<file path="config.mk">
export PLATFORM = sky130hd
export DESIGN_NAME = irq_vector_ctrl_flat
export DESIGN_NICKNAME = d
export VERILOG_FILES = /design/src/rtl/irq_pkg.sv /design/src/rtl/irq_vector_ctrl_if.sv /design/src/rtl/irq_sync_edge.sv /design/src/rtl/irq_vector_ctrl.sv /design/src/flat_wrapper.sv
export SDC_FILE = /design/constraint.sdc
export NUM_CORES = 1
export LEC_CHECK = 0
export BUFFER_PORTS_ARGS = -buffer_cell sky130_fd_sc_hd__clkbuf_2
export CAP_MARGIN = 20
export CORE_UTILIZATION = 30
export DETAILED_ROUTE_END_ITERATION = 8
export GPL_ROUTABILITY_DRIVEN = 0
export GPL_TIMING_DRIVEN = 0
export HOLD_SLACK_MARGIN = 0.08
export PLACE_DENSITY = 0.55
export SKIP_CTS_REPAIR_TIMING = 1
export SLEW_MARGIN = 30
export SYNTH_ARGS = -nofsm -noshare
export SYNTH_HDL_FRONTEND = slang
export SYNTH_SLANG_ARGS = --single-unit
</file>
<file path="constraint.sdc">
create_clock -name clk -period 4.3 [get_ports clk]
set_clock_uncertainty 0.15 [all_clocks]
set_input_delay 0.215 -clock clk [delete_from_list [all_inputs] [get_ports clk]]
set_output_delay 0.215 -clock clk [all_outputs]
set_load 0.03 [all_outputs]
</file>
<file path="src/rtl/irq_pkg.sv">
`default_nettype none
// ============================================================================
//  Module      : irq_pkg
//  Description : Shared definitions for the interrupt vector controller:
//                register offsets, line count, the "no interrupt" vector and
//                the priority-encode helper used by the arbiter.
//  Revision    : 1.0  initial release
// ============================================================================
package irq_pkg;

   localparam int NUM_IRQ = 15;
   localparam int DATA_W  = 18;

   // Register offsets from BASE_ADRS.
   localparam logic [1:0] IRQ_REG_ENABLE  = 2'd0;
   localparam logic [1:0] IRQ_REG_PENDING = 2'd1;
   localparam logic [1:0] IRQ_REG_ACK     = 2'd2;
   localparam logic [DATA_W-1:0] NUM_REGS = 18'd3;

   localparam logic [3:0] VECTOR_NONE = 4'd0;

   // Only bits 15:1 of ENABLE/PENDING exist; everything else reads zero.
   localparam logic [DATA_W-1:0] REG_MASK = 18'o177776;

   typedef logic [3:0] vector_t;

   // Index of the highest set request line, or VECTOR_NONE when idle.
   // Scans upward so the last (highest) set bit wins.
   function automatic vector_t highest_irq(input logic [NUM_IRQ:1] req);
      vector_t idx;
      idx = VECTOR_NONE;
      for (int i = 1; i <= NUM_IRQ; i++) begin
         if (req[i]) begin
            idx = 4'(i);
         end
      end
      return idx;
   endfunction

endpackage
`default_nettype wire

</file>
<file path="src/rtl/irq_vector_ctrl_if.sv">
`default_nettype none
// ============================================================================
//  Module      : irq_vector_ctrl_if
//  Description : Core port bus as seen by a port-mapped peripheral.
//                port_wr / port_rd : write / read strobes from the core
//                adrs              : 18-bit port address
//                wdata             : write data (core DATAOUT)
//                rdata             : read data back to the core DATAIN mux,
//                                    zero when the peripheral is not selected
//  Revision    : 1.0  initial release
// ============================================================================
interface irq_vector_ctrl_if;
   import irq_pkg::*;

   logic              port_wr;
   logic              port_rd;
   logic [DATA_W-1:0] adrs;
   logic [DATA_W-1:0] wdata;
   logic [DATA_W-1:0] rdata;

   modport master (
      output port_wr,
      output port_rd,
      output adrs,
      output wdata,
      input  rdata
   );

   modport slave (
      input  port_wr,
      input  port_rd,
      input  adrs,
      input  wdata,
      output rdata
   );

endinterface
`default_nettype wire

</file>
<file path="src/rtl/irq_sync_edge.sv">
`default_nettype none
// ============================================================================
//  Module      : irq_sync_edge
//  Description : Multi-flop synchroniser for one asynchronous request line
//                followed by a history flop; flags a single-cycle rise when
//                the synchronised level goes 0 -> 1.
//  Ports       : clk, rst_n   clock / asynchronous active-low reset
//                irq_async    raw request line
//                rise         high for one cycle after a synchronised rising edge
//  Parameters  : SYNC_STAGES  synchroniser depth, legal values 2..3
//  Revision    : 1.0  initial release
// ============================================================================
module irq_sync_edge #(
   parameter int SYNC_STAGES = 2
) (
   input  wire logic clk,
   input  wire logic rst_n,
   input  wire logic irq_async,
   output logic      rise
);

   logic [SYNC_STAGES-1:0] r_sync;
   logic                   r_hist;

   always_ff @(posedge clk or negedge rst_n) begin
      if (!rst_n) begin
         r_sync <= '0;
         r_hist <= 1'b0;
      end else begin
         r_sync <= {r_sync[SYNC_STAGES-2:0], irq_async};
         r_hist <= r_sync[SYNC_STAGES-1];
      end
   end

   assign rise = r_sync[SYNC_STAGES-1] & ~r_hist;

endmodule
`default_nettype wire

</file>
<file path="src/rtl/irq_vector_ctrl.sv">
`default_nettype none
// ============================================================================
//  Module      : irq_vector_ctrl
//  Description : Interrupt vector controller for Core18. Latches rising edges
//                of 15 request lines as PENDING, masks with ENABLE and
//                presents the highest enabled pending line as VECTOR, locked
//                until software writes ACK.
//  Ports       : clk, rst_n   clock / asynchronous active-low reset
//                irq[15:1]    raw request lines, irq[15] highest priority
//                bus          core port bus (slave side)
//                vector       presented vector, 0 = none
//                irq_active   high while vector != 0
//  Registers   : BASE_ADRS+0 ENABLE  (r/w)
//                BASE_ADRS+1 PENDING (read, write-1-to-clear)
//                BASE_ADRS+2 ACK     (write acknowledges, read returns vector)
//  Revision    : 1.0  initial release
// ============================================================================
module irq_vector_ctrl
   import irq_pkg::*;
#(
   parameter logic [DATA_W-1:0] BASE_ADRS   = 18'o000100,
   parameter int                SYNC_STAGES = 2
) (
   input  wire logic               clk,
   input  wire logic               rst_n,
   input  wire logic [NUM_IRQ:1]   irq,
   irq_vector_ctrl_if.slave        bus,
   output logic      [3:0]         vector,
   output logic                    irq_active
);

   logic [DATA_W-1:0] r_enable;
   logic [DATA_W-1:0] r_pending;
   vector_t           r_vector;
   logic              r_lock;

   logic [NUM_IRQ:1]  w_line_rise;
   logic [DATA_W-1:0] w_rise;
   logic [DATA_W-1:0] w_offset;
   logic              w_hit;
   logic              w_wr_enable;
   logic              w_wr_pending;
   logic              w_ack;
   logic [DATA_W-1:0] w_clear;
   logic [DATA_W-1:0] w_pending_next;
   vector_t           w_winner;

   // ---------------------------------------------------------------------
   // Per-line synchroniser and edge detector
   // ---------------------------------------------------------------------
   for (genvar n = 1; n <= NUM_IRQ; n++) begin : g_irq_line
      irq_sync_edge #(
         .SYNC_STAGES (SYNC_STAGES)
      ) u_sync_edge (
         .clk       (clk),
         .rst_n     (rst_n),
         .irq_async (irq[n]),
         .rise      (w_line_rise[n])
      );
   end

   assign w_rise = {2'b00, w_line_rise, 1'b0};

   // ---------------------------------------------------------------------
   // Address decode. The unsigned subtraction wraps addresses below the
   // base to large offsets, so a single compare covers both bounds.
   // ---------------------------------------------------------------------
   assign w_offset     = bus.adrs - BASE_ADRS;
   assign w_hit        = (w_offset < NUM_REGS);
   assign w_wr_enable  = bus.port_wr && w_hit && (w_offset[1:0] == IRQ_REG_ENABLE);
   assign w_wr_pending = bus.port_wr && w_hit && (w_offset[1:0] == IRQ_REG_PENDING);
   // ACK only counts while a vector is locked; with VECTOR = 0 it is inert.
   assign w_ack        = bus.port_wr && w_hit && (w_offset[1:0] == IRQ_REG_ACK) && r_lock;

   // Clear sources: write-1-to-clear and the acknowledged vector's bit.
   always_comb begin
      w_clear = '0;
      if (w_wr_pending) begin
         w_clear = bus.wdata & REG_MASK;
      end
      if (w_ack) begin
         w_clear = w_clear | (18'd1 << r_vector);
      end
   end

   // A fresh edge beats a simultaneous clear of the same line.
   assign w_pending_next = ((r_pending & ~w_clear) | w_rise) & REG_MASK;

   assign w_winner = highest_irq(r_pending[NUM_IRQ:1] & r_enable[NUM_IRQ:1]);

   // ---------------------------------------------------------------------
   // Register file, arbitration and lock
   // ---------------------------------------------------------------------
   always_ff @(posedge clk or negedge rst_n) begin
      if (!rst_n) begin
         r_enable  <= '0;
         r_pending <= '0;
         r_vector  <= VECTOR_NONE;
         r_lock    <= 1'b0;
      end else begin
         if (w_wr_enable) begin
            r_enable <= bus.wdata & REG_MASK;
         end
         r_pending <= w_pending_next;

         // ACK drops the vector for one cycle; arbitration restarts on the
         // following edge, which guarantees a VECTOR = 0 gap between vectors.
         // A write-1-to-clear of the locked bit leaves the vector in place.
         if (w_ack) begin
            r_vector <= VECTOR_NONE;
            r_lock   <= 1'b0;
         end else if (!r_lock) begin
            r_vector <= w_winner;
            r_lock   <= (w_winner != VECTOR_NONE);
         end
      end
   end

   // ---------------------------------------------------------------------
   // Read mux: zero unless selected, so the core can OR it with others.
   // ---------------------------------------------------------------------
   always_comb begin
      bus.rdata = '0;
      if (bus.port_rd && w_hit) begin
         case (w_offset[1:0])
            IRQ_REG_ENABLE  : bus.rdata = r_enable & REG_MASK;
            IRQ_REG_PENDING : bus.rdata = r_pending & REG_MASK;
            IRQ_REG_ACK     : bus.rdata = {14'd0, r_vector};
            default         : bus.rdata = '0;
         endcase
      end
   end

   assign vector     = r_vector;
   assign irq_active = (r_vector != VECTOR_NONE);

endmodule
`default_nettype wire

</file>
<file path="src/flat_wrapper.sv">
// flat-port wrapper written by rule: the top's interface ports become plain ports
module irq_vector_ctrl_flat import irq_pkg::*;
#(
   parameter logic [DATA_W-1:0] BASE_ADRS   = 18'o000100,
   parameter int                SYNC_STAGES = 2
)
  (clk, rst_n, irq, vector, irq_active, bus_port_wr, bus_port_rd, bus_adrs, bus_wdata, bus_rdata);
  irq_vector_ctrl_if bus_i ();
  input  wire logic clk;
  input  wire logic rst_n;
  input  wire logic [NUM_IRQ:1] irq;
  output logic      [3:0] vector;
  output logic irq_active;
  input wire logic [$bits(bus_i.port_wr)-1:0] bus_port_wr;
  input wire logic [$bits(bus_i.port_rd)-1:0] bus_port_rd;
  input wire logic [$bits(bus_i.adrs)-1:0] bus_adrs;
  input wire logic [$bits(bus_i.wdata)-1:0] bus_wdata;
  output wire logic [$bits(bus_i.rdata)-1:0] bus_rdata;
  assign bus_i.port_wr = bus_port_wr;
  assign bus_i.port_rd = bus_port_rd;
  assign bus_i.adrs = bus_adrs;
  assign bus_i.wdata = bus_wdata;
  assign bus_rdata = bus_i.rdata;
  irq_vector_ctrl #(.BASE_ADRS(BASE_ADRS), .SYNC_STAGES(SYNC_STAGES)) u_core (.clk(clk), .rst_n(rst_n), .irq(irq), .bus(bus_i), .vector(vector), .irq_active(irq_active));
endmodule
</file>
After elaboration in Yosys (flattened, before gate mapping)
Cells that the tools add are included.
{"block": "op_classes", "bitwise": 35, "n_shift": 1, "reduce_logical": 9, "add_sub_neg": 1, "eq_ne": 3, "n_mux": 23, "n_lt_le_gt_ge": 1}
{"cell": "$mux 4", "count": 16}
{"cell": "$pmux 16 s3", "count": 1}
{"cell": "$mux 16", "count": 2}
{"cell": "$or 16x16->16", "count": 2}
{"cell": "$lt 18x2->1 const B", "count": 1}
{"cell": "$mux 18", "count": 1}
{"cell": "$sub 18x7->18 const B", "count": 1}
{"cell": "$and 16x16->16", "count": 1}
{"cell": "$not 16->16", "count": 1}
{"cell": "$shl 1x4->16 const A", "count": 1}
{"cell": "$and 1x1->1", "count": 15}
{"cell": "$and 15x15->15", "count": 1}
{"cell": "$not 1->1", "count": 15}
{"cell": "$reduce_bool 4->1", "count": 2}
{"cell": "$logic_and 1x1->1", "count": 6}
{"cell": "$mux 1", "count": 3}
{"cell": "$eq 2x1->1 const B", "count": 1}
{"cell": "$eq 2x2->1 const B", "count": 1}
{"cell": "$logic_not 2->1", "count": 1}
{"cell": "$ne 2x2->1 const B", "count": 1}
{"block": "word_totals", "word_cells": 107, "reg_bits": 80, "in_bits": 55, "output_inout_bits": 23}

Logic depth before layout (Yosys ltp)
Gate-level depths: netlist (run 1).
{"block": "logic_depth", "depth_word": 19, "ltp_mapped": 7, "ltp_nobuf": 5}

Cells and area by module
From an unflattened synthesis (run 1), not the netlist that was laid out.
{"block": "hier_totals", "hier_cells": 290, "area_unflattened_um2": 3575.9}
{"module": "irq_vector_ctrl", "seq_area_each_um2": 875.8, "cells_per_inst": 230, "n_inst": 1, "area_each_um2": 2243.4}
{"module": "irq_sync_edge", "seq_area_each_um2": 75.1, "cells_per_inst": 4, "n_inst": 15, "area_each_um2": 88.8}

Worst setup path after synthesis (run 1)
No wires, ideal clock.
{"block": "synth_path", "path_type": "input-to-output", "start": "input bus_adrs[9]", "end": "output bus_rdata[0]", "required_ns": 3.935, "stages": 6, "arrival_time_ns": 1.730, "slack_ns": 2.205, "path_buffers": 1, "cell_sequence": "o31a_1 > nor4_2 > and3_1 > clkbuf_1 > nand2_1 > nor2_1"}
{"block": "synth_via", "elab_chain_cells": 4}
{"item": "from (decl)", "line": "flat_wrapper.sv:16", "rtl": "input wire logic [$bits(bus_i.adrs)-1:0] bus_adrs;"}
{"item": "$sub 18x7->18", "line": "irq_vector_ctrl.sv:68", "rtl": "assign w_offset = bus.adrs - BASE_ADRS;"}
{"item": "$lt 18x2->1", "line": "irq_vector_ctrl.sv:69", "rtl": "assign w_hit = (w_offset < NUM_REGS);"}
{"item": "$logic_and 1x1->1", "line": "irq_vector_ctrl.sv:124", "rtl": "if (bus.port_rd && w_hit) begin"}
{"item": "$mux 18", "line": "irq_vector_ctrl.sv:124"}
{"item": "to (decl)", "line": "flat_wrapper.sv:18", "rtl": "output wire logic [$bits(bus_i.rdata)-1:0] bus_rdata;"}
Every way passes these cells.

Worst setup path after layout (run 1)
{"block": "layout_path", "start": "input bus_adrs[6]", "end": "output bus_rdata[0]"}
Same word-level chain as after synthesis.

==> summary.md, run 1 <==
| Metric | Value |
|---|---|
| Status | `complete, no violations` |
| P_int | `1.33 mW` |
| Share of total power in sequential cells | `0.462` |
| GRT Total Usage | `0.154` |
| DRC Markers | `0` |
| Vias per std cell | `4.88` |
| Vias in the first global route | `2,630` |
| Crit Path Max Fanout | `10` |
| DIE WIDTH | `110 um` |
| Fin Setup TNS | `0 ns` |
| Sequential share of the synthesized area | `0.573` |
| Iter 0 DRT Violations | `156` |
| Mux contribution to synthesized area | `0.105` |
| Area growth syn-to-layout | `33.6%` |
| Clock sink total | `80` |
| Synthesized-area fraction occupied by adder cells | `0` |
| Nets | `484` |
| CTS root buf | `clkbuf_16` |
| Minimum clock period | `2.50 ns` |
| Fin cells | `577` |
| Fraction of final layout cells sized beyond drive strength 1 | `0.247` |
| Min-delay worst type | `flop to flop` |
| Required time of the critical path | `3.93 ns` |
| Compound-Gate Fraction of Synth Area | `0.109` |
| Global-route wire length before repair | `13,700 um` |
| Top post-synthesis cells by area | `dfrtp_1 57%, mux2_4 4.3%, mux2i_1 4.3%` |
| Synth Instances | `314` |
| Critical Path End Type | `output port` |
| Site Rows | `39` |
| Simple-gate share of the synthesized area | `0.169` |
| Sw frac | `0.213` |
| Worst-Margin Slew | `0.761 ns` |
| Post-synthesis cell type count | `49` |
| # IOs | `78` |
| WL/cell | `15.3 um` |
| Post-synthesis xor/xnor area fraction | `0` |
| Final cycle utilization of the critical path | `0.581` |
| GR Util met2 | `0.236` |
| Final HPWL DP | `6270 um` |
| Final count of pins violating max slew | `0` |
| Clock power share | `0.475` |
| Arrival @ worst endpoint | `2.13 ns` |
| Maximum capacitance violations | `0` |
| Yosys warning count | `0` |
| Worst path cell trace | `clkbuf_2 -> nor4b_1 -> and4_1 -> and3_1 -> clkbuf_1 -> nand2_1 -> nor2_1 -> clkbuf_2` |
| Drt pass-1 iters | `4` |
| Met3 Resource Use GR | `0.0391` |
| Htree depth | `3` |
| Setup WS post-layout | `1.80 ns` |
| Area after DPL | `4040 um2` |
| Post-route cell area | `4670 um2` |
| Pin count of the biggest net entering global routing | `81` |
| CTS buffer count | `9` |
| Top-area cell type share of the netlist area | `0.573` |
| Critical path's slowest cell | `nor4b_1` |
| P_leak | `2.15 nW` |
| Share of flip-flops with an asynchronous set or reset | `1.00` |
| Bufs and invs on worst path | `3` |
| Grt total ovfl | `0` |
| Core Region | `11,400 um2` |
| Post-DRT Antenna Nets | `0` |
| Placement Setup Slack | `1.78 ns` |
| M1 GR Usage | `0.208` |
| Routed Wire Length | `8830 um` |
| Synthesized area | `3490 um2` |
| Combinational power share | `0.063` |
| CP max stage delay | `0.35 ns` |
| Average cell area after synthesis | `11.1 um2` |
| Clock Pin Slew Worst Setup and Hold Paths | `0.06 ns` |
| Die span in y | `110 um` |
| FMAX | `0.400 GHz` |
| Register bit total from synthesis | `80` |
| Max clock buf depth | `2` |
| Die area | `12,100 um2` |
| Placed insts | `530` |
| NetSw | `0.360 mW` |
| Busiest layer in global routing | `met2` |
| Via count | `2,818` |
| EDFF count, synth | `0` |
| Critical path type | `input pin to output port` |
| Combinational family with the most area after synthesis | `simple AND/OR/NAND/NOR gates` |
| RSZ-0062 raised after global routing | `false` |
| Count leader, synth | `dfrtp_1` |
| CTS tree | `built` |
| Final hold violations | `0` |
| Synth top cells by count | `80 x dfrtp_1, 32 x nor2_1, 27 x nand2_1` |
| VDD IR max | `0.290 mV` |
| Biggest area consumer among synthesized cells | `dfrtp_1` |
| PD cells | `363 nW/um2` |
| Final setup viols | `0` |
| Initial antenna violation count | `0` |
| Initial Utilization | `0.307` |
| Prevailing post-synth register cell | `dfrtp_1` |
| Crit path top cell by count | `clkbuf_2` |
| Port bufs | `72` |
| Relative slew slack | `0.493` |
| N_diodes | `0` |
| Worst skew pair latency | `0.33 ns` |
| Setup crit start kind | `input pin` |
| Delay-heaviest family, CP | `simple AND/OR/NAND/NOR gates` |
[worst paths after layout]
kind | startpoint | end | slack (ns) | depth (start not counted)
setup reg to reg | u_core.r_pending[11] | u_core.r_lock | 2.35 | 5
hold reg to reg | u_core.g_irq_line[1].u_sync_edge.r_sync[0] | u_core.g_irq_line[1].u_sync_edge.r_sync[1] | 0.19 | 0
max in group asynchronous | rst_n | u_core.g_irq_line[1].u_sync_edge.r_sync[0] | 3.24 | 2
setup / recovery | bus_adrs[6] | bus_rdata[0] | 1.80 | 8
hold / removal | u_core.g_irq_line[1].u_sync_edge.r_sync[0] | u_core.g_irq_line[1].u_sync_edge.r_sync[1] | 0.19 | 0
min in group asynchronous | rst_n | u_core.g_irq_line[12].u_sync_edge.r_sync[0] | 0.32 | 2
[cell usage in the layout, fill, tap and decap left out, drive strengths merged, types with 2 or more instances in the layout]
cell type / count
a32o: 8
a222oi: 2
mux2i: 15
or4: 2
dlygate4sd3: 31
dfrtp: 80
bufinv: 2
conb: 2
nand3: 7
mux2: 16
buf: 5
nor4b: 2
nand2: 27
o22ai: 11
a21boi: 3
o21ai: 9
a22o: 3
nand3b: 6
and4: 2
nor4: 2
clkbuf: 92
clkinv: 4
nand4: 13
a22oi: 4
and3: 4
inv: 20
nor2: 32
a21oi: 6
nor3: 9
[registers in the layout, indices dropped and copies added (netlist names)]
register / flops
u_core.r_pending: 15
u_core.r_lock: 1
u_core.vector: 4
u_core.g_irq_line.u_sync_edge.r_sync: 30
u_core.g_irq_line.u_sync_edge.r_hist: 15
u_core.r_enable: 15
[routing by layer]
metal,share of wire,vias to the layer above
met5,0,-
met4,0.012,0
met3,0.052,11
met2,0.47,86
met1,0.46,1361
li1,-,1360
[power by group through the flow]
stage | clock network [mW] | logic, mW | registers, mW
2_1_floorplan | 0 | 0.0319 | 0.794
3_3_place_gp | 0 | 0.0841 | 0.795
3_5_place_dp | 0 | 0.0859 | 0.795
4_1_cts | 0.825 | 0.0862 | 0.782
5_1_grt | 0.864 | 0.119 | 0.783
6_report | 0.803 | 0.107 | 0.782
[metrics by stage]
stage	hold WS (ns)	total power [mW]	util
2_1_floorplan	-0.231	0.826	-
3_3_place_gp	0.174	0.879	0.355
3_5_place_dp	0.149	0.881	0.356
4_1_cts	-0.207	1.69	0.383
5_1_grt	0.203	1.77	0.410
6_report	0.194	1.69	0.410
[cell families after synthesis]
kind of cell / Yosys count
buffers and inverters: 35
flip-flops: 80
other: 1
multiplexers: 31
AO/OA/AOI/OAI: 53
AND/OR/NAND/NOR: 114
[layout make-up]
type,instances,area [um2]
well taps,143,179
clock buffers,10,229
inverters,20,75.1
plain buffers,15,72.6
fillers,1103,6700
flip-flops and latches,80,2000
repair buffers,103,679
clock inverters,6,83.8
multi-input cells,200,1350
[worst reg2reg max path: stages (launching register included)]
cell	delay, ns
dfrtp_1	0.41
a22oi_1	0.23
nand3_1	0.12
or3_1	0.37
a2111oi_0	0.39
a21oi_1	0.13
Note: power is estimated with default switching activity, not from simulation.
==> run 2: changes to the inputs <==
--- a/config.mk
+++ b/config.mk
@@ -12,7 +12,7 @@
 export GPL_ROUTABILITY_DRIVEN = 0
 export GPL_TIMING_DRIVEN = 0
 export HOLD_SLACK_MARGIN = 0.08
-export PLACE_DENSITY = 0.55
+export PLACE_DENSITY = 0.57
 export SKIP_CTS_REPAIR_TIMING = 1
 export SLEW_MARGIN = 30
 export SYNTH_ARGS = -nofsm -noshare
==> constraint.sdc (replaced) <==
create_clock -name clk -period 2.1 [get_ports clk]
set_clock_uncertainty 0.15 [all_clocks]
set_input_delay 0.105 -clock clk [delete_from_list [all_inputs] [get_ports clk]]
set_output_delay 0.105 -clock clk [all_outputs]
set_load 0.03 [all_outputs]
==> run 2 against run 1 <==
  * Register-to-register slack got worse by 2.2 ns
  * Count of clock-buffer cells in the layout rose by 2
  * Hold slack got worse by 0.038 ns
  * Via count fell by 1.2%
  * Critical path type unchanged
  * Critical endpoint is now bus_rdata[5]
==> summary.md, run 2 (synthesized netlist as in run 1, its figures left out) <==
| Metric | Value |
|---|---|
| Status | `complete, no violations (unchanged)` |
| RSZ-0062 raised after global routing | `false (unchanged)` |
| Bufs and invs on worst path | `3 (unchanged)` |
| Worst-Margin Slew | `0.576 ns (was 0.761 ns)` |
| Crit Path Max Fanout | `10 (unchanged)` |
| Placed insts | `531 (was 530)` |
| Initial Utilization | `0.307 (unchanged)` |
| Drt pass-1 iters | `4 (unchanged)` |
| Delay-heaviest family, CP | `simple AND/OR/NAND/NOR gates (unchanged)` |
| Crit path top cell by count | `clkbuf_2 (unchanged)` |
| Critical Path End Type | `output port (unchanged)` |
| Post-DRT Antenna Nets | `0 (unchanged)` |
| CTS root buf | `clkbuf_16 (unchanged)` |
| Metal2 WL | `4020 um (was 4190 um)` |
| Fin cells | `578 (was 577)` |
| Final HPWL DP | `6260 um (was 6270 um)` |
| Die span in y | `110 um (unchanged)` |
| Maximum capacitance violations | `0 (unchanged)` |
| FMAX | `0.497 GHz` |
| Most frequent cells in the layout | `80 x dfrtp_1, 70 x clkbuf_2, 31 x nor2_1, 31 x dlygate4sd3_1, 27 x nand2_1 (was 80 x dfrtp_1, 71 x clkbuf_2, 32 x nor2_1)` |
| PD cells | `699 nW/um2 (was 363 nW/um2)` |
| Core Region | `11,400 um2 (unchanged)` |
| Initial antenna violation count | `0 (unchanged)` |
| Top routing layer in use | `met4 (unchanged)` |
| Via count | `2,784 (was 2,818)` |
| Max FFs per register | `30 (unchanged)` |
| Pin count of the biggest net entering global routing | `81 (unchanged)` |
| Critical path type | `input pin to output port (unchanged)` |
| M1 WL | `4080 um (was 4070 um)` |
| # IOs | `78 (unchanged)` |
| Clock Pin Slew Worst Setup and Hold Paths | `0.06 ns (about the same)` |
| Final core occ | `0.415 (was 0.410)` |
| Clock sink total | `80 (unchanged)` |
| Area growth syn-to-layout | `35.0% (was 33.6%)` |
| Worst skew pair latency | `0.33 ns (about the same)` |
| Vias per std cell | `4.82 (was 4.88)` |
| Global-route wire length before repair | `13,600 um (was 13,700 um)` |
| CP max stage delay | `0.34 ns (was 0.35 ns)` |
| VDD IR max | `0.334 mV (was 0.290 mV)` |
| Max clock buf depth | `2 (unchanged)` |
| N_diodes | `0 (unchanged)` |
| Worst path cell trace | `clkbuf_2 -> o31a_1 -> nor4_4 -> and3_4 -> nand3b_1 -> buf_4 -> nor2_1 -> clkbuf_2 (was clkbuf_2 -> nor4b_1 -> and4_1 -> and3_1 -> clkbuf_1 -> nand2_1 -> nor2_1 -> clkbuf_2)` |
| Grt total ovfl | `0 (unchanged)` |
| Fraction of final layout cells sized beyond drive strength 1 | `0.267 (was 0.247)` |
| WL/cell | `15.2 um (was 15.3 um)` |
| Required time of the critical path | `1.85 ns (was 3.93 ns)` |
| Final count of pins violating max slew | `0 (unchanged)` |
| CTS buffer count | `9 (unchanged)` |
| Relative slew slack | `0.612 (was 0.493)` |
| Minimum clock period | `2.01 ns` |
| GRT Total Usage | `0.154 (about the same)` |
| Site Rows | `39 (unchanged)` |
| Setup crit start kind | `input pin (unchanged)` |
| Most flop-heavy register | `u_core.g_irq_line.u_sync_edge.r_sync (unchanged)` |
| Tot Pwr | `3.30 mW (was 1.69 mW)` |
| Min-delay worst type | `input pin to flop (was flop to flop)` |
| Htree depth | `3 (unchanged)` |
| Routed wl met3 | `562 um (was 462 um)` |
| Routed Wire Length | `8790 um (was 8830 um)` |
| Arrival @ worst endpoint | `1.76 ns (was 2.13 ns)` |
| DRC Markers | `0 (unchanged)` |
| Final cycle utilization of the critical path | `0.959` |
| Commonest non-fill, non-tap cell in the layout | `dfrtp_1 (unchanged)` |
| Die area | `12,100 um2 (unchanged)` |
| Critical path's slowest cell | `o31a_1 (was nor4b_1)` |
| Fin Setup TNS | `0 ns (unchanged)` |
| Final setup viols | `0 (unchanged)` |
| Vias in the first global route | `2,615 (was 2,630)` |
| Iter 0 DRT Violations | `210 (was 156)` |
| CTS tree | `built (unchanged)` |
| DIE WIDTH | `110 um (unchanged)` |
| P_leak | `2.16 nW (was 2.15 nW)` |
| Final hold violations | `0 (unchanged)` |
| Nets | `485 (was 484)` |
| Port bufs | `72 (unchanged)` |
-- run 2: worst paths after layout --
check                                                            from                                     endpoint  slack, ns  depth (start not counted)
hold / removal                                           bus_adrs[11]                             u_core.vector[0]       0.16                          5
max in group asynchronous                                       rst_n   u_core.g_irq_line[2].u_sync_edge.r_sync[0]       1.28                          3
min in group asynchronous                                       rst_n  u_core.g_irq_line[12].u_sync_edge.r_sync[0]       0.21                          3
hold reg to reg            u_core.g_irq_line[3].u_sync_edge.r_sync[0]   u_core.g_irq_line[3].u_sync_edge.r_sync[1]       0.19                          0
setup reg to reg                                   u_core.r_enable[3]                             u_core.vector[1]       0.19                          5
setup / recovery                                          bus_adrs[9]                                 bus_rdata[5]       0.09                          8
-- run 2: area by class of cell --
class	count	area, um2
buffer	15	82.6
clock buffer	12	256
clock inverter	4	28.8
fill	1109	6660
inverter	20	75.1
multi-input combinational	200	1380
sequential	80	2000
tap	143	179
timing repair buffer	104	714
-- run 2: through the flow --
step	area, um2	worst slack (ns)	hold slack (ns)
4_1_cts	4360	-0.181	-0.339
3_3_place_gp	4040	-0.167	0.0633
5_1_grt	4710	0.0122	0.166
6_report	4710	0.0867	0.156
3_5_place_dp	4070	-0.183	0.0162
2_1_floorplan	3500	0.151	-0.341
-- run 2: power breakdown --
| group | total, mW | switching [mW] | internal (mW) | leakage, nW |
|---|---|---|---|---|
| Clock | 1.47 | 0.603 | 0.865 | 0.135 |
| Combinational | 0.228 | 0.117 | 0.111 | 1.11 |
| Sequential | 1.60 | 0.0150 | 1.59 | 0.914 |
-- run 2: worst min-delay path: cells and delay by family --
family	cells	cell delay [ns]
buffers and inverters	1	0.12
AOI/OAI and AO/OA	2	0.22
and+or+nand+nor	2	0.13
-- run 2: routing by layer --
metal / up-vias / global-route usage
met5: - / 0
met4: 0 / 0.0552
met3: 9 / 0.0350
met2: 85 / 0.243
met1: 1330 / 0.207
li1: 1360 / -
==> run 3: changes to the inputs <==
--- a/config.mk
+++ b/config.mk
@@ -5,14 +5,15 @@
 export SDC_FILE = /design/constraint.sdc
 export NUM_CORES = 1
 export LEC_CHECK = 0
-export BUFFER_PORTS_ARGS = -buffer_cell sky130_fd_sc_hd__clkbuf_2
 export CAP_MARGIN = 20
 export CORE_UTILIZATION = 30
+export CTS_BUF_LIST = sky130_fd_sc_hd__clkbuf_8
 export DETAILED_ROUTE_END_ITERATION = 8
+export DONT_BUFFER_PORTS = 1
 export GPL_ROUTABILITY_DRIVEN = 0
 export GPL_TIMING_DRIVEN = 0
 export HOLD_SLACK_MARGIN = 0.08
-export PLACE_DENSITY = 0.57
+export PLACE_DENSITY = 0.51
 export SKIP_CTS_REPAIR_TIMING = 1
 export SLEW_MARGIN = 30
 export SYNTH_ARGS = -nofsm -noshare
==> run 3 against run 2 <==
  * The run now ends with negative hold slack left
  * First-iteration DRC count is 23% lower
  * Via count fell by 8.0%
  * Critical path depth is 2 lower
  * Critical path type unchanged
  * Largest cell class unchanged
==> summary.md, run 3 (synthesized netlist as in run 1, its figures left out) <==
| Metric | Value |
|---|---|
| Required time of the critical path | `1.85 ns (about the same)` |
| # IOs | `78 (unchanged)` |
| Met3 Resource Use GR | `0.0433 (was 0.0350)` |
| Relative slew slack | `0.514 (was 0.612)` |
| Share of total power in sequential cells | `0.546 (was 0.486)` |
| Footprint of the multi-input gates | `1440 um2 (was 1380 um2)` |
| Post-route cell area | `4360 um2 (was 4710 um2)` |
| Worst-Margin Slew | `0.730 ns (was 0.576 ns)` |
| N_diodes | `0 (unchanged)` |
| Grt total ovfl | `0 (unchanged)` |
| Setup WS post-layout | `0.0725 ns (was 0.0867 ns)` |
| Status | `finished, violations left (was complete, no violations)` |
| P_leak | `1.83 nW (was 2.16 nW)` |
| Commonest non-fill, non-tap cell in the layout | `dfrtp_1 (unchanged)` |
| Register area | `2000 um2 (about the same)` |
| WL/cell | `17.4 um (was 15.2 um)` |
| Arrival @ worst endpoint | `1.77 ns (was 1.76 ns)` |
| NetSw | `0.653 mW (was 0.735 mW)` |
| Final HPWL DP | `6260 um (about the same)` |
| Port bufs | `0 (was 72)` |
| CTS root buf | `clkbuf_8 (was clkbuf_16)` |
| FMAX | `0.493 GHz (was 0.497 GHz)` |
| Pin count of the biggest net entering global routing | `81 (unchanged)` |
| Initial antenna violation count | `0 (unchanged)` |
| GR Util met2 | `0.233 (was 0.243)` |
| DRC Markers | `0 (unchanged)` |
| GRT Total Usage | `0.152 (was 0.154)` |
| CTS buffer count | `9 (unchanged)` |
| Clock Pin Slew Worst Setup and Hold Paths | `0.08 ns (was 0.06 ns)` |
| Drt pass-1 iters | `4 (unchanged)` |
| PD cells | `671 nW/um2 (was 699 nW/um2)` |
| Worst setup path start | `bus_adrs[17] (was bus_adrs[9])` |
| Reg-to-reg setup timing slack | `0.11 ns (was 0.19 ns)` |
| P_int | `2.27 mW (was 2.56 mW)` |
| Critical path type | `input pin to output port (unchanged)` |
| Combinational power share | `0.051 (was 0.069)` |
| M1 GR Usage | `0.194 (was 0.207)` |
| Global-route wire length before repair | `13,100 um (was 13,600 um)` |
| Clock sink total | `80 (unchanged)` |
| Reg2reg end | `u_core.r_pending[2] (was u_core.vector[1])` |
| Final hold violations | `80 (was 0)` |
| Site Rows | `39 (unchanged)` |
| Worst skew pair latency | `0.36 ns (was 0.33 ns)` |
| Fin Setup TNS | `0 ns (unchanged)` |
| Min-delay worst type | `input pin to asynchronous set/reset pin (was input pin to flop)` |
| Clock power share | `0.403 (was 0.445)` |
| Die area | `12,100 um2 (unchanged)` |
| Vias in the first global route | `2,415 (was 2,615)` |
| Worst reg2reg path startpoint | `u_core.vector[3] (was u_core.r_enable[3])` |
| Maximum capacitance violations | `0 (unchanged)` |
| Worst Reg-to-Reg Cells | `4 (was 5)` |
| Setup crit start kind | `input pin (unchanged)` |
| Initial Utilization | `0.307 (unchanged)` |
| CTS tree | `built (unchanged)` |
| Max clock buf depth | `2 (unchanged)` |
| Tot Pwr | `2.93 mW (was 3.30 mW)` |
| Fraction of final layout cells sized beyond drive strength 1 | `0.149 (was 0.267)` |
| Core Region | `11,400 um2 (unchanged)` |
| VDD IR max | `0.522 mV (was 0.334 mV)` |
| Most frequent cells in the layout | `79 x dfrtp_1, 37 x dlygate4sd3_1, 27 x nand2_1 (was 80 x dfrtp_1, 70 x clkbuf_2, 31 x nor2_1, 31 x dlygate4sd3_1, 27 x nand2_1)` |
| Crit Path Max Fanout | `10 (unchanged)` |
| CP endpoint | `bus_rdata[2] (was bus_rdata[5])` |
| Final count of pins violating max slew | `0 (unchanged)` |
| Htree depth | `3 (unchanged)` |
| Most flop-heavy register | `u_core.g_irq_line.u_sync_edge.r_sync (unchanged)` |
| Placement Setup Slack | `-0.202 ns (was -0.183 ns)` |
| Final cycle utilization of the critical path | `0.965 (was 0.959)` |
| Iter 0 DRT Violations | `161 (was 210)` |
| Final setup viols | `0 (unchanged)` |
| Vias per std cell | `5.00 (was 4.82)` |
| Hold WS | `-0.712 ns (was 0.156 ns)` |
| Max FFs per register | `30 (unchanged)` |
| # fillers | `1,117 (was 1,109)` |
| Area after DPL | `3670 um2 (was 4070 um2)` |
| Via count | `2,560 (was 2,784)` |
| Die span in y | `110 um (unchanged)` |
| DIE WIDTH | `110 um (unchanged)` |
| Routed Wire Length | `8930 um (was 8790 um)` |
| Busiest layer in global routing | `met2 (unchanged)` |
| Area growth syn-to-layout | `24.8% (was 35.0%)` |
| Post-DRT Antenna Nets | `0 (unchanged)` |
| Failing checks | `negative hold slack` |
| Nets | `419 (was 485)` |
| Critical Path End Type | `output port (unchanged)` |
| RSZ-0062 raised after global routing | `true (was false)` |
| Sw frac | `0.223 (about the same)` |
| Minimum clock period | `2.03 ns (was 2.01 ns)` |
run 3: final cells by class:
cell class / count / area share
Sequential cell: 80 / 0.460
Multi-Input combinational cell: 200 / 0.331
Timing Repair Buffer: 38 / 0.0867
Tap cell: 143 / 0.0410
Clock buffer: 11 / 0.0347
Buffer: 15 / 0.0175
Inverter: 20 / 0.0172
Clock inverter: 5 / 0.0126
run 3: power groups by stage:
stage	registers, mW	logic (mW)	clock network [mW]
2_1_floorplan	1.63	0.0654	0
3_3_place_gp	1.63	0.0799	0
3_5_place_dp	1.63	0.0805	0
4_1_cts	1.60	0.0811	1.22
5_1_grt	1.60	0.161	1.28
6_report	1.60	0.148	1.18
run 3: critical path: stages:
cell and delay [ns]:
nor4b_1 0.38, and4_1 0.26, and3_1 0.19, clkbuf_2 0.23, nand2_1 0.21, nor2_2 0.38
run 3: layer usage:
metal | wire length [um] | vias up | share of wire
li1 | - | 1227 | -
met1 | 4000 | 1251 | 0.45
met2 | 4160 | 72 | 0.47
met3 | 611 | 10 | 0.068
met4 | 157 | 0 | 0.018
met5 | 0 | - | 0
run 3: worst min path at each step:
stage	slack, ns	from	endpoint	cells past startpoint
after floorplan	-0.34	rst_n	u_core.g_irq_line[10].u_sync_edge.r_hist	0
after global placement	-0.34	rst_n	u_core.g_irq_line[9].u_sync_edge.r_sync[0]	0
after detailed placement	-0.34	rst_n	u_core.g_irq_line[9].u_sync_edge.r_sync[0]	0
after CTS	-0.74	rst_n	u_core.g_irq_line[14].u_sync_edge.r_sync[0]	0
after global routing	-0.74	rst_n	u_core.g_irq_line[14].u_sync_edge.r_sync[0]	0
final	-0.71	rst_n	u_core.vector[2]	0
run 3: through the flow:
step                 util  cells
floorplan               -    315
CTS                 0.341    474
detailed placement  0.323    458
global route        0.383    512
global placement    0.323    458
finish              0.383    512
